**config.mk**
```make
export PLATFORM = sky130hd
export DESIGN_NAME = i2c_deglitch_ctrl_flat
export DESIGN_NICKNAME = d
export VERILOG_FILES = /design/src/rtl/i2c_deglitch_ctrl_if.sv /design/src/rtl/i2c_deglitch_ctrl.sv /design/src/flat_wrapper.sv
export SDC_FILE = /design/constraint.sdc
export NUM_CORES = 1
export LEC_CHECK = 0
export CORE_ASPECT_RATIO = 1.75
export CORE_MARGIN = 8
export CORE_UTILIZATION = 52
export CTS_CLUSTER_DIAMETER = 120
export DETAILED_ROUTE_END_ITERATION = 16
export PLACE_DENSITY = 0.85
export RECOVER_POWER = 50
export SLEW_MARGIN = 0
export SYNTH_ARGS = -nofsm -noshare
export SYNTH_HDL_FRONTEND = slang
export SYNTH_SLANG_ARGS = --single-unit
```
**constraint.sdc**
```tcl
create_clock -name clk -period 2.7 [get_ports clk]
set_clock_uncertainty 0.1 [all_clocks]
set_input_delay 0.81 -clock clk [delete_from_list [all_inputs] [get_ports clk]]
set_output_delay 0.81 -clock clk [all_outputs]
set_load 0.02 [all_outputs]
```
**src/rtl/i2c_deglitch_ctrl_if.sv**
```systemverilog
// rtl/i2c_deglitch_ctrl_if.sv - config handshake, pad and cell-control signals of the deglitch controller
interface i2c_deglitch_ctrl_if #(
    parameter int CNT_W = 8
);
    logic             cfg_wr;
    logic             cfg_ds;
    logic             cfg_byp;
    logic             cfg_busy;
    logic             cfg_ack;
    logic             scl_raw;
    logic             sda_raw;
    logic             scl_flt;
    logic             sda_flt;
    logic             dgl_ds;
    logic             dgl_byp;
    logic             dgl_sb;
    logic             scl_out;
    logic             sda_out;
    logic             cnt_clr;
    logic [CNT_W-1:0] raw_edg_cnt;
    logic [CNT_W-1:0] flt_edg_cnt;

    modport master (
        output cfg_wr, cfg_ds, cfg_byp, scl_raw, sda_raw, scl_flt, sda_flt, cnt_clr,
        input  cfg_busy, cfg_ack, dgl_ds, dgl_byp, dgl_sb, scl_out, sda_out,
               raw_edg_cnt, flt_edg_cnt
    );

    modport slave (
        input  cfg_wr, cfg_ds, cfg_byp, scl_raw, sda_raw, scl_flt, sda_flt, cnt_clr,
        output cfg_busy, cfg_ack, dgl_ds, dgl_byp, dgl_sb, scl_out, sda_out,
               raw_edg_cnt, flt_edg_cnt
    );
endinterface

```
**src/rtl/i2c_deglitch_ctrl.sv**
```systemverilog
// rtl/i2c_deglitch_ctrl.sv - I2C pad deglitch cell controller; SCL edge counters built only with DGL_EDGE_CNT_EN
module i2c_deglitch_ctrl #(
    parameter int INIT_CYC   = 8,
    parameter int IDLE_CYC   = 16,
    parameter int SETTLE_CYC = 32,
    parameter int CNT_W      = 8
) (
    input logic               clk,
    input logic               rst,
    i2c_deglitch_ctrl_if.slave bus
);
    localparam int IW = $clog2(INIT_CYC + 1);
    localparam int DW = $clog2(IDLE_CYC + 1);
    localparam int SW = $clog2(SETTLE_CYC + 1);

    typedef enum logic [2:0] {
        ST_INIT,
        ST_RUN,
        ST_WAIT_IDLE,
        ST_APPLY,
        ST_SETTLE
    } state_t;

    state_t        state;
    state_t        state_nxt;
    logic [IW-1:0] init_cnt;
    logic [DW-1:0] idle_cnt;
    logic [SW-1:0] settle_cnt;
    logic          scl_s1, scl_s2, sda_s1, sda_s2;
    logic          pend_ds, pend_byp;
    logic          dgl_ds_q, dgl_byp_q, dgl_sb_q, ack_q;
    logic          busy, mask, cfg_take, settle_exit;
    logic          bus_high, init_done, idle_ok, settle_done;

    assign bus_high    = bus.scl_raw & bus.sda_raw;
    assign init_done   = (init_cnt == IW'(INIT_CYC - 1));
    assign idle_ok     = (idle_cnt == DW'(IDLE_CYC));
    assign settle_done = (settle_cnt == SW'(SETTLE_CYC - 1));

    always_ff @(posedge clk) begin
        if (rst) state <= ST_INIT;
        else     state <= state_nxt;
    end

    always_comb begin
        state_nxt   = state;
        busy        = 1'b1;
        mask        = 1'b0;
        cfg_take    = 1'b0;
        settle_exit = 1'b0;
        case (state)
            ST_INIT: begin
                mask = 1'b1;
                if (init_done) state_nxt = ST_RUN;
            end
            ST_RUN: begin
                busy = 1'b0;
                if (bus.cfg_wr) begin
                    cfg_take  = 1'b1;
                    state_nxt = ST_WAIT_IDLE;
                end
            end
            ST_WAIT_IDLE: begin
                if (idle_ok) state_nxt = ST_APPLY;
            end
            ST_APPLY: begin
                state_nxt = ST_SETTLE;
            end
            ST_SETTLE: begin
                mask = 1'b1;
                // a low raw line may be a START, so never hold it behind the mask
                if (settle_done || !bus_high) begin
                    settle_exit = 1'b1;
                    state_nxt   = ST_RUN;
                end
            end
            default: state_nxt = ST_INIT;
        endcase
    end

    always_ff @(posedge clk) begin
        if (rst) begin
            init_cnt   <= '0;
            idle_cnt   <= '0;
            settle_cnt <= '0;
        end else begin
            if (state == ST_INIT && !init_done) init_cnt <= init_cnt + IW'(1);
            if (state == ST_INIT || !bus_high) idle_cnt <= '0;
            else if (!idle_ok)                 idle_cnt <= idle_cnt + DW'(1);
            if (state != ST_SETTLE)            settle_cnt <= '0;
            else if (!settle_done)             settle_cnt <= settle_cnt + SW'(1);
        end
    end

    always_ff @(posedge clk) begin
        if (rst) begin
            dgl_sb_q  <= 1'b0;
            dgl_ds_q  <= 1'b1;
            dgl_byp_q <= 1'b0;
            pend_ds   <= 1'b1;
            pend_byp  <= 1'b0;
            ack_q     <= 1'b0;
        end else begin
            if (state == ST_INIT && init_done) dgl_sb_q <= 1'b1;
            if (cfg_take) begin
                pend_ds  <= bus.cfg_ds;
                pend_byp <= bus.cfg_byp;
            end
            if (state == ST_APPLY) begin
                dgl_ds_q  <= pend_ds;
                dgl_byp_q <= pend_byp;
            end
            ack_q <= settle_exit;
        end
    end

    always_ff @(posedge clk) begin
        if (rst) begin
            scl_s1 <= 1'b1;
            scl_s2 <= 1'b1;
            sda_s1 <= 1'b1;
            sda_s2 <= 1'b1;
        end else begin
            scl_s1 <= bus.scl_flt;
            scl_s2 <= scl_s1;
            sda_s1 <= bus.sda_flt;
            sda_s2 <= sda_s1;
        end
    end

    assign bus.cfg_busy = busy;
    assign bus.cfg_ack  = ack_q;
    assign bus.dgl_ds   = dgl_ds_q;
    assign bus.dgl_byp  = dgl_byp_q;
    assign bus.dgl_sb   = dgl_sb_q;
    assign bus.scl_out  = mask | scl_s2;
    assign bus.sda_out  = mask | sda_s2;

`ifdef DGL_EDGE_CNT_EN
    logic             scl_raw_q, scl_s3, cnt_en;
    logic [CNT_W-1:0] raw_cnt, flt_cnt;

    assign cnt_en = (state == ST_RUN) || (state == ST_WAIT_IDLE) || (state == ST_SETTLE);

    always_ff @(posedge clk) begin
        if (rst) begin
            scl_raw_q <= 1'b1;
            scl_s3    <= 1'b1;
            raw_cnt   <= '0;
            flt_cnt   <= '0;
        end else begin
            scl_raw_q <= bus.scl_raw;
            scl_s3    <= scl_s2;
            if (bus.cnt_clr) begin
                raw_cnt <= '0;
                flt_cnt <= '0;
            end else if (cnt_en) begin
                if ((bus.scl_raw ^ scl_raw_q) && raw_cnt != '1) raw_cnt <= raw_cnt + CNT_W'(1);
                if ((scl_s2 ^ scl_s3) && flt_cnt != '1)         flt_cnt <= flt_cnt + CNT_W'(1);
            end
        end
    end

    assign bus.raw_edg_cnt = raw_cnt;
    assign bus.flt_edg_cnt = flt_cnt;
`else
    logic unused_cnt_clr;
    assign unused_cnt_clr  = bus.cnt_clr;
    assign bus.raw_edg_cnt = '0;
    assign bus.flt_edg_cnt = '0;
`endif
endmodule

```
**src/flat_wrapper.sv**
```systemverilog
// flat-port wrapper written by rule: the top's interface ports become plain ports
module i2c_deglitch_ctrl_flat 
#(
    parameter int INIT_CYC   = 8,
    parameter int IDLE_CYC   = 16,
    parameter int SETTLE_CYC = 32,
    parameter int CNT_W      = 8
)
  (clk, rst, bus_cfg_wr, bus_cfg_ds, bus_cfg_byp, bus_scl_raw, bus_sda_raw, bus_scl_flt, bus_sda_flt, bus_cnt_clr, bus_cfg_busy, bus_cfg_ack, bus_dgl_ds, bus_dgl_byp, bus_dgl_sb, bus_scl_out, bus_sda_out, bus_raw_edg_cnt, bus_flt_edg_cnt);
  i2c_deglitch_ctrl_if #(.CNT_W(CNT_W)) bus_i ();
  input logic clk;
  input logic rst;
  input wire logic [$bits(bus_i.cfg_wr)-1:0] bus_cfg_wr;
  input wire logic [$bits(bus_i.cfg_ds)-1:0] bus_cfg_ds;
  input wire logic [$bits(bus_i.cfg_byp)-1:0] bus_cfg_byp;
  input wire logic [$bits(bus_i.scl_raw)-1:0] bus_scl_raw;
  input wire logic [$bits(bus_i.sda_raw)-1:0] bus_sda_raw;
  input wire logic [$bits(bus_i.scl_flt)-1:0] bus_scl_flt;
  input wire logic [$bits(bus_i.sda_flt)-1:0] bus_sda_flt;
  input wire logic [$bits(bus_i.cnt_clr)-1:0] bus_cnt_clr;
  output wire logic [$bits(bus_i.cfg_busy)-1:0] bus_cfg_busy;
  output wire logic [$bits(bus_i.cfg_ack)-1:0] bus_cfg_ack;
  output wire logic [$bits(bus_i.dgl_ds)-1:0] bus_dgl_ds;
  output wire logic [$bits(bus_i.dgl_byp)-1:0] bus_dgl_byp;
  output wire logic [$bits(bus_i.dgl_sb)-1:0] bus_dgl_sb;
  output wire logic [$bits(bus_i.scl_out)-1:0] bus_scl_out;
  output wire logic [$bits(bus_i.sda_out)-1:0] bus_sda_out;
  output wire logic [$bits(bus_i.raw_edg_cnt)-1:0] bus_raw_edg_cnt;
  output wire logic [$bits(bus_i.flt_edg_cnt)-1:0] bus_flt_edg_cnt;
  assign bus_i.cfg_wr = bus_cfg_wr;
  assign bus_i.cfg_ds = bus_cfg_ds;
  assign bus_i.cfg_byp = bus_cfg_byp;
  assign bus_i.scl_raw = bus_scl_raw;
  assign bus_i.sda_raw = bus_sda_raw;
  assign bus_i.scl_flt = bus_scl_flt;
  assign bus_i.sda_flt = bus_sda_flt;
  assign bus_i.cnt_clr = bus_cnt_clr;
  assign bus_cfg_busy = bus_i.cfg_busy;
  assign bus_cfg_ack = bus_i.cfg_ack;
  assign bus_dgl_ds = bus_i.dgl_ds;
  assign bus_dgl_byp = bus_i.dgl_byp;
  assign bus_dgl_sb = bus_i.dgl_sb;
  assign bus_scl_out = bus_i.scl_out;
  assign bus_sda_out = bus_i.sda_out;
  assign bus_raw_edg_cnt = bus_i.raw_edg_cnt;
  assign bus_flt_edg_cnt = bus_i.flt_edg_cnt;
  i2c_deglitch_ctrl #(.INIT_CYC(INIT_CYC), .IDLE_CYC(IDLE_CYC), .SETTLE_CYC(SETTLE_CYC), .CNT_W(CNT_W)) u_core (.clk(clk), .rst(rst), .bus(bus_i));
endmodule
```
==> results of run 1 <==
Yosys cell counts (2+ instances only):
cell type / n / area share, %
dfxtp_1: 28 / 41
or3_1: 3 / 1.4
inv_1: 2 / 0.55
o21ai_0: 4 / 1.5
a21oi_1: 11 / 4.0
nor3_1: 6 / 2.2
mux2i_1: 4 / 2.9
nor2b_1: 5 / 2.3
and4bb_2: 2 / 1.8
nor2_1: 8 / 2.2
clkbuf_1: 4 / 1.1
nand2_1: 2 / 0.55
nand3_1: 7 / 2.6
xnor2_1: 3 / 1.9
xor2_1: 3 / 1.9
buf_4: 17 / 9.3
ha_1: 4 / 3.7
a211o_1: 2 / 1.3
or2_2: 6 / 2.7
nand3b_1: 3 / 1.6
placed cells by master (no fill, tap or decap), types with 2 or more instances in the layout:
master,Yosys,final
nor3_1,6,6
ha_1,4,4
clkdlybuf4s50_1,0,14
a211o_1,2,2
conb_1,1,16
clkbuf_8,0,4
and4bb_2,2,2
xor2_1,3,3
nand3_1,7,7
inv_1,2,2
mux2i_1,4,4
o21ai_0,4,4
nor2_1,8,8
a21oi_1,11,11
dfxtp_1,28,26
nor2b_1,5,5
nand3b_1,3,3
xnor2_1,3,3
dfxtp_2,0,2
or2_2,6,6
or3_1,3,3
nand2_1,2,2
where the power goes:
part	leakage, nW	internal [mW]	switching, mW
Sequential	0.228	0.420	0.00532
Combinational	0.313	0.0200	0.0334
Clock	0.0288	0.130	0.116
Total	0.570	0.570	0.154
flip-flops by register name (all words and copies together), names as in the netlist:
name / cells
u_core.init_cnt: 4
u_core.sda_s1: 1
u_core.bus.dgl_ds: 1
u_core.scl_s1: 1
u_core.bus.dgl_sb: 1
u_core.idle_cnt: 5
u_core.pend_byp: 1
u_core.bus.cfg_ack: 1
u_core.settle_cnt: 6
u_core.pend_ds: 1
u_core.state: 3
u_core.bus.dgl_byp: 1
u_core.scl_s2: 1
u_core.sda_s2: 1
logic make-up (layout without fill, tap and decap cells):
kind of cell | after synthesis | after routing
muxes | 4 | 4
adders and majority gates | 4 | 4
AOI/OAI and AO/OA | 25 | 25
other | 1 | 16
buffers and inverters | 26 | 23
and+or+nand+nor | 53 | 53
xor gates and xnor gates | 6 | 6
DFF | 28 | 28
stage by stage:
step,hold WS (ns),util [%],instances,area [um2]
floorplan,0.289,-,162,1430
global placement,0.291,58.3,181,1450
detailed placement,0.300,58.3,181,1450
CTS,0.323,60.5,185,1510
global route,0.344,60.4,185,1510
finish,0.320,60.4,185,1510
worst reg2reg max path, stage by stage (launching register included):
cell     delay (ns)
dfxtp_1        0.33
buf_4          0.17
or3_4          0.42
or4_1          0.47
a21oi_1        0.17
cell type report:
cell class	instances	area, um2
Fill cell	226	986
Multi-Input combinational cell	108	687
Sequential cell	28	563
Timing Repair Buffer	17	161
Clock buffer	4	55.1
Tap cell	26	32.5
Inverter	2	7.51
how the worst min path moves through the flow:
stage / slack, ns / start / end
after floorplan: 0.29 / u_core.scl_s1$_SDFF_PP1_ / u_core.scl_s2$_SDFF_PP1_
after global placement: 0.29 / u_core.scl_s1$_SDFF_PP1_ / u_core.scl_s2$_SDFF_PP1_
after CTS: 0.32 / u_core.scl_s1$_SDFF_PP1_ / u_core.scl_s2$_SDFF_PP1_
after detailed placement: 0.30 / u_core.scl_s1$_SDFF_PP1_ / u_core.scl_s2$_SDFF_PP1_
final: 0.32 / u_core.sda_s1$_SDFF_PP1_ / u_core.sda_s2$_SDFF_PP1_
after global routing: 0.34 / u_core.sda_s1$_SDFF_PP1_ / u_core.sda_s2$_SDFF_PP1_
routing by layer:
| layer | wire length [um] | vias to the layer above |
|---|---|---|
| met1 | 968 | 507 |
| li1 | - | 505 |
| met5 | 0 | - |
| met4 | 63 | 0 |
| met3 | 89 | 6 |
| met2 | 1580 | 20 |
==> flow_metrics.py, run 1 <==
metrics = {
    "drt": {
        "drt_first_pass_iters": 4,
        "num_vias": 1038,
        "postRouteAntennaNets": 0,
        "drc": 0,
        "routed_wl_um": 2700,
        "drt_iter0_drc": 30,
        "wl_per_cell_um": 14.6,
        "vias_per_cell": 5.61,
    },
    "worst_setup_path": {
        "r2r_setup_slack_ns": 0.97,
        "crit_buf_inv": 1,
        "crit_family": "buffers and inverters",
        "arrival_ns": 1.66,
        "worstSetupEndpointType": "output port",
        "endpoint": "bus_cfg_busy",
        "path_cells": "or3b_1, clkdlybuf4s50_1",
        "cp.depth": 2,
        "crit_type": "flip-flop to output port",
        "ff2ff_path_depth": 4,
        "r2r_end": "u_core.init_cnt[3]$_SDFFE_PP0P_",
        "startpoint": "u_core.state[0]$_SDFFE_PP0P_",
        "cp_slowest_cell": "clkdlybuf4s50_1",
        "cp-start-kind": "flip-flop",
        "crit_fanout": 10,
        "required_ns": 1.79,
        "cp_slowest_stage_delay_ns": 0.56,
        "r2r-start": "u_core.state[2]$_SDFFE_PP0P_",
    },
    "yosys": {
        "ys.flop_type": "dfxtp_1",
        "synth_edf_count": 0,
        "synth.distinct_cells": 43,
        "muxShareOfSynthArea_pct": 2.92,
        "synth-simple-area-share_pct": 24.0,
        "synth-seq-area-share_pct": 40.9,
        "ys_ff_latch": 28,
        "synth_top_family_by_area": "simple AND/OR/NAND/NOR gates",
        "async_flop_share_pct": 0,
        "synth-compound-area-share_pct": 11.3,
        "synth_area_mm2": 0.00137,
        "syn-instance-count": 147,
        "syn_avg_cell_area_um2": 9.32,
        "synth-xor-area-share_pct": 3.84,
        "synth_warnings": 0,
        "synth_fa_ha_area_share_pct": 3.65,
    },
    "clocking": {
        "hold_buffers": 0,
        "cts_setup_buffers": 0,
        "cts_made_buffers": 3,
        "path_clk_slew_ns": 0.09,
        "tritoncts": "done",
        "cts_root_buffer": "clkbuf_8",
        "clkSinkCount": 28,
        "postCtsResizedCells": 0,
        "htree_num_levels": 1,
        "clk_latency_ns": 0.26,
        "clk_path_buf_depth": 2,
    },
    "grt": {
        "gr-total-overflow": 0,
        "grt.total_usage_pct": 12.2,
        "met2_usage_pct": 22.0,
        "use_met3_pct": 1.79,
        "busiest_layer": "met2",
        "grt_max_degree": 19,
        "grt_pass1_vias": 1040,
        "grt_pass1_wl_um": 4460,
        "antenna_found_initial": 0,
        "grtUsageMet1_pct": 12.1,
    },
    "pwr": {
        "power_mw": 0.725,
        "ir_drop_mv": 0.322,
        "p_per_area_mw_per_mm2": 481,
        "leakage_nw": 0.570,
    },
    "placed_design": {
        "port_buffers": 15,
        "gp_congestion": 0.742,
        "dp_hpwl_um": 2120,
        "preCtsSetupSlack_ns": 0.332,
    },
    "floorplanning": {
        "die_area_mm2": 0.00460,
        "core_area_mm2": 0.00249,
        "num_io_pins": 33,
        "die_w_um": 54.8,
        "num_rows": 24,
        "die_h_um": 83.9,
        "start_util_pct": 55.0,
    },
    "cells_and_area": {
        "syn2layout_area_growth_pct": 9.95,
        "nNetsFinal": 174,
        "antenna_cells": 0,
        "final_layout_size_suffix_gt1_share_pct": 10.7,
    },
    "sta": {
        "worst_slack_ns": 0.126,
        "slew_violations": 0,
        "post-route-min-period_ns": 2.57,
        "rsz0062_at_grt": "no",
        "fmax_ghz": 0.388,
        "finalSetupViolCount": 0,
        "fin_crit_sh_pct": 95.3,
        "hold_violations": 0,
        "finalSetupTns_ns": 0,
        "tightest_slew_ns": 0.694,
        "maxSlewHeadroom_pct": 53.8,
    },
    "status": {
        "outcome": "finished, final reports clean",
    },
    "min_path": {
        "hold_path_class": "flip-flop to flip-flop",
        "hold_depth": 1,
    },
    "flow_run": {
        "maxCapViolations": 0,
    },
}
No activity file was read; power rests on OpenSTA's default activity.
==> run 2: changes to the inputs <==
--- a/config.mk
+++ b/config.mk
@@ -5,6 +5,7 @@
 export SDC_FILE = /design/constraint.sdc
 export NUM_CORES = 1
 export LEC_CHECK = 0
+export CAP_MARGIN = 20
 export CORE_ASPECT_RATIO = 1.75
 export CORE_MARGIN = 8
 export CORE_UTILIZATION = 52
==> results of run 2 <==
Final layout, timing and power as in run 1 (identical DEF).
